`config.mk`:
```
export PLATFORM = sky130hd
export DESIGN_NAME = kbd_led_tx
export DESIGN_NICKNAME = d
export VERILOG_FILES = /design/src/rtl/kbd_led_tx.sv
export SDC_FILE = /design/constraint.sdc
export NUM_CORES = 1
export LEC_CHECK = 0
export ABC_AREA = 1
export BUFFER_PORTS_ARGS = -buffer_cell sky130_fd_sc_hd__buf_2
export CORE_MARGIN = 5
export CORE_UTILIZATION = 45
export CTS_BUF_LIST = sky130_fd_sc_hd__clkbuf_4 sky130_fd_sc_hd__clkbuf_8
export DETAILED_ROUTE_END_ITERATION = 12
export PLACE_DENSITY = 0.66
export SYNTH_ARGS = -nofsm -noshare
export SYNTH_HDL_FRONTEND = slang
export SYNTH_SLANG_ARGS = --single-unit
```
`constraint.sdc`:
```
create_clock -name CLOCK_50 -period 3.6 [get_ports CLOCK_50]
set_input_delay 0.18 -clock CLOCK_50 [delete_from_list [all_inputs] [get_ports CLOCK_50]]
set_output_delay 0.18 -clock CLOCK_50 [all_outputs]
set_load 0.1 [all_outputs]
```
`src/rtl/kbd_led_tx.sv`:
```
// kbd_led_tx: programs PS/2 keyboard LEDs by sending ED + mask, with ACK/resend/timeout handling.
module kbd_led_tx #(
    parameter int ACK_TIMEOUT = 1_000_000,
    parameter int MAX_RETRY   = 3
) (
    input  logic       CLOCK_50,
    input  logic       nReset,
    input  logic       led_req,
    input  logic [2:0] led_mask,
    output logic [7:0] the_command,
    output logic       send_command,
    input  logic       command_was_sent,
    input  logic       error_communication_timed_out,
    input  logic [7:0] received_data,
    input  logic       received_data_en,
    output logic       busy,
    output logic       done,
    output logic       error
);
    localparam int TW = ACK_TIMEOUT > 1 ? $clog2(ACK_TIMEOUT) : 1;
    localparam int RW = MAX_RETRY > 0 ? $clog2(MAX_RETRY + 1) : 1;
    localparam logic [2:0] IDLE     = 3'd0;
    localparam logic [2:0] TX_ED    = 3'd1;
    localparam logic [2:0] ACK_ED   = 3'd2;
    localparam logic [2:0] TX_MASK  = 3'd3;
    localparam logic [2:0] ACK_MASK = 3'd4;
    logic [2:0]    state;
    logic [2:0]    mask;
    logic [2:0]    next_mask;
    logic          pending;
    logic [RW-1:0] retry_cnt;
    logic [TW-1:0] to_cnt;
    logic          tx_st;
    logic          ack_st;
    logic          fa;
    logic          retry_ev;
    logic          last;
    logic          expired;
    logic [2:0]    tx_of;
    always_comb begin
        tx_st        = state == TX_ED || state == TX_MASK;
        ack_st       = state == ACK_ED || state == ACK_MASK;
        busy         = state != IDLE;
        send_command = tx_st;
        the_command  = state == TX_ED ? 8'hED : state == TX_MASK ? {5'b0, mask} : 8'h00;
        tx_of        = (state == TX_MASK || state == ACK_MASK) ? TX_MASK : TX_ED;
        last         = retry_cnt == RW'(MAX_RETRY);
        expired      = to_cnt == TW'(ACK_TIMEOUT - 1);
        fa           = ack_st && received_data_en && received_data == 8'hFA;
        // a stray byte freezes the timeout for that cycle, so only an idle strobe cycle can expire
        retry_ev     = (tx_st && error_communication_timed_out && !command_was_sent) ||
                       (ack_st && ((received_data_en && received_data == 8'hFE) ||
                                   (!received_data_en && expired)));
    end
    always_ff @(posedge CLOCK_50 or negedge nReset) begin
        if (!nReset) begin
            state     <= IDLE;
            mask      <= 3'b0;
            next_mask <= 3'b0;
            pending   <= 1'b0;
            retry_cnt <= '0;
            to_cnt    <= '0;
            done      <= 1'b0;
            error     <= 1'b0;
        end else begin
            done  <= 1'b0;
            error <= 1'b0;
            if (busy && led_req) begin
                pending   <= 1'b1;
                next_mask <= led_mask;
            end
            if (state == IDLE) begin
                if (led_req || pending) begin
                    mask      <= led_req ? led_mask : next_mask;
                    retry_cnt <= '0;
                    pending   <= 1'b0;
                    state     <= TX_ED;
                end
            end else if (tx_st && command_was_sent) begin
                to_cnt <= '0;
                state  <= state == TX_ED ? ACK_ED : ACK_MASK;
            end else if (fa) begin
                to_cnt <= '0;
                if (state == ACK_ED) begin
                    retry_cnt <= '0;
                    state     <= TX_MASK;
                end else begin
                    done  <= 1'b1;
                    state <= IDLE;
                end
            end else if (retry_ev) begin
                to_cnt <= '0;
                if (last) begin
                    error <= 1'b1;
                    state <= IDLE;
                end else begin
                    retry_cnt <= retry_cnt + RW'(1);
                    state     <= tx_of;
                end
            end else if (ack_st && !received_data_en) begin
                to_cnt <= to_cnt + TW'(1);
            end
        end
    end
endmodule
```
==> results.yml <==
grt:
  grt_max_degree: 35
  antenna_found_initial: 0
  grt_pass1_vias: 2031
  grtUsageTotal_pct: 16.6
  grt_pass1_wl_um: 9740
  grt_overflow: 0
yosys:
  synth-simple-area-share_pct: 45.5
  synth_fa_ha_area_share_pct: 1.01
  synth_top_area_share_pct: 34.3
  ys_top_cells_by_area: "dfrtp_1 34%, nand2_1 15%, nand3_1 9.3%, nor2_1 6.7%, inv_1 5.0%"
  synth.area.mux_share_pct: 0
  yosysTopAreaCell: "dfrtp_1"
  synth-warning-count: 0
  synth_edf_count: 0
  yosysMostFrequentCell: "nand2_1"
  synth_commonest_cells: "102 x nand2_1, 46 x nand3_1, 44 x nor2_1"
  syn_nets: 373
  synth_top_family_by_area: "simple AND/OR/NAND/NOR gates"
  synth_compound_gate_area_share_pct: 5.04
  synth_area_mm2: 0.00248
  synth-seq-area-share_pct: 34.3
  synth_flop_cell: "dfrtp_1"
  synth.avg_cell_area_um2: 7.01
  async_flop_share_pct: 100
  netlist_instances: 354
  synth_xor_area_share_pct: 3.88
  synth.distinct_cells: 35
  ys_ff_latch: 34
clocking:
  max-clock-path-buffers: 2
  cts_root_buffer: "clkbuf_8"
  cts_tree: "done"
  clk_pin_slew_ns: 0.08
  clock_latency_ns: 0.29
  numCtsBuffers: 5
  ctsHtreeMaxLevel: 2
  postCtsSetupRepairBufs: 0
  cts.sinks: 34
cells_and_area:
  multi_input_area_mm2: 0.00138
  seqCellArea_um2: 851
  fin_nets: 393
  areaGrowthSynthToFinish_pct: 9.37
  n_antenna_cell: 0
  fill_cells: 545
  drive_gt1_share_pct: 14.7
worst_setup_path:
  required_ns: 3.78
  rrSetupSlack_ns: 1.52
  cp_data_arrival_time_ns: 2.26
  endpoint_kind: "flip-flop"
  cp-start-kind: "flip-flop"
  rr_worst_depth: 8
  crit_fanout: 20
  r2r-start: "state[1]"
  regToRegEndpoint: "to_cnt[13]"
  crit_type: "reg -> reg"
detailed_routing:
  wl_um: 5610
  antenna_left: 0
  drc: 0
  firstDrtPassIters: 4
  dr_total_vias: 2262
  wire_per_inst_um: 12.6
  vias_per_cell: 5.06
  initialDrtViolationCount: 204
power:
  p_seq_share_pct: 31.1
  pwr_density_cell_mw_per_mm2: 811
  finalPower_uw: 2200
  p_int_uw: 1010
  vdd_drop_max_mv: 0.560
  switchingPower_uw: 1200
  combPwrFrac_pct: 52.7
  pwr-share-clk_pct: 16.2
  p_leak_uw: 0.00130
  swShare_pct: 54.3
worst_hold_path:
  hold_path.class: "in -> reg"
  worstHoldStart: "led_mask[1]"
  worstHoldEndpoint: "next_mask[1]"
  whs_path_depth: 3
die:
  rows: 27
  die_area_mm2: 0.00710
  pin_count: 29
  core_area_mm2: 0.00544
  die_h_um: 84.3
  die_w_um: 84.3
  initial_core_util_pct: 45.6
run_status:
  status: "finished, final reports clean"
placement:
  gp_congestion: 0.952
  dp_hpwl_um: 4040
  port_buffers: 27
sta:
  period_share_pct: 57.8
  slew_headroom_pct: 46.6
  drv_slew: 0
  clock.fmax_ghz: 0.480
  clock_skew_ns: 0.00517
  rsz0062_at_grt: "false"
  finalSetupTns_ns: 0
  finalHoldViolCount: 0
  tightestPinTransition_ns: 0.799
  setup_violations: 0
  min_period_ns: 2.08
run:
  maxCapViolCount: 0
registers in the layout (all words and copies together) (netlist names):
| signal | count |
|---|---|
| mask | 3 |
| retry_cnt | 2 |
| done | 1 |
| error | 1 |
| next_mask | 3 |
| pending | 1 |
| to_cnt | 20 |
| state | 3 |
critical path, stage by stage (launching register included):
cell and delay, ns:
dfrtp_1 0.48, nand2_1 0.12, nand2_2 0.08, nand2_4 0.11, nor2_8 0.05, a21oi_4 0.48
nand4_4 0.38, nand3_1 0.20, nand2_1 0.07
worst max-delay path by stage:
stage / cells after the start / end / start / slack, ns
3_5_place_dp: 8 / to_cnt[6] / state[1] / 1.52
4_1_cts: 8 / to_cnt[6] / state[1] / 1.53
5_1_grt: 8 / to_cnt[13] / state[1] / 1.35
3_3_place_gp: 8 / to_cnt[9] / state[1] / 1.58
2_1_floorplan: 4 / the_command[5] / state[2] / 0.33
6_report: 8 / to_cnt[13] / state[1] / 1.52
final cells by class:
| cell class | count | share of cell area [%] |
|---|---|---|
| clock buffer | 5 | 2.53 |
| clock inverter | 3 | 1.66 |
| inverter | 36 | 4.98 |
| multi-input combinational | 269 | 50.8 |
| sequential | 34 | 31.3 |
| tap | 72 | 3.32 |
| timing repair buffer | 28 | 5.35 |
power by group through the flow:
| stage | Clock (uW) | Sequential (uW) | Combinational, uW |
|---|---|---|---|
| floorplan | 0 | 638 | 1060 |
| finish | 357 | 684 | 1160 |
| global placement | 0 | 683 | 1150 |
| global route | 386 | 708 | 1270 |
| detailed placement | 0 | 688 | 1160 |
| CTS | 368 | 681 | 1160 |
logic make-up (layout without fill, tap and decap cells):
logic type	Yosys count	after routing
AO/OA/AOI/OAI	20	20
XOR/XNOR	11	11
adder cells (fa/ha/maj)	2	2
buffers and inverters	51	72
flip-flops	34	34
other	1	1
AND/OR/NAND/NOR	235	235
metal layers:
layer  share of wire, %  GRT usage, %  wire (um)  vias to the layer above
met5                  0             0          0                        -
li1                   -             -          -                     1179
met1                 49          23.3       2730                     1020
met4                1.3          4.97         73                        0
met2                 44          25.2       2470                       56
met3                6.0          4.32        339                        7
layout by cell type (no fill, tap or decap), drive strengths merged, types with 3 or more instances in the layout:
cell type,count
inv,36
nand3,48
xor2,9
dfrtp,34
a21oi,4
clkbuf,5
nand2,106
nand4,13
o211ai,3
nor2,52
buf,27
o21ai,12
nor3,14
what timing repair did:
item / 4_1_cts / 5_1_grt
hold endpoints to repair: 34 / 0
hold buffers: 1 / 0
resized for setup: 0 / 0
stage by stage:
stage / hold slack (ns) / instances / utilization [%] / setup WS (ns) / instance area, um2
finish: 0.162 / 447 / 49.9 / 1.52 / 2720
floorplan: -0.116 / 354 / - / 0.332 / 2480
global placement: 0.300 / 438 / 47.6 / 1.58 / 2590
global route: 0.165 / 447 / 49.9 / 1.35 / 2720
CTS: 0.158 / 447 / 49.9 / 1.53 / 2720
detailed placement: 0.297 / 438 / 47.6 / 1.52 / 2590
No activity file was read; power rests on OpenSTA's default activity.
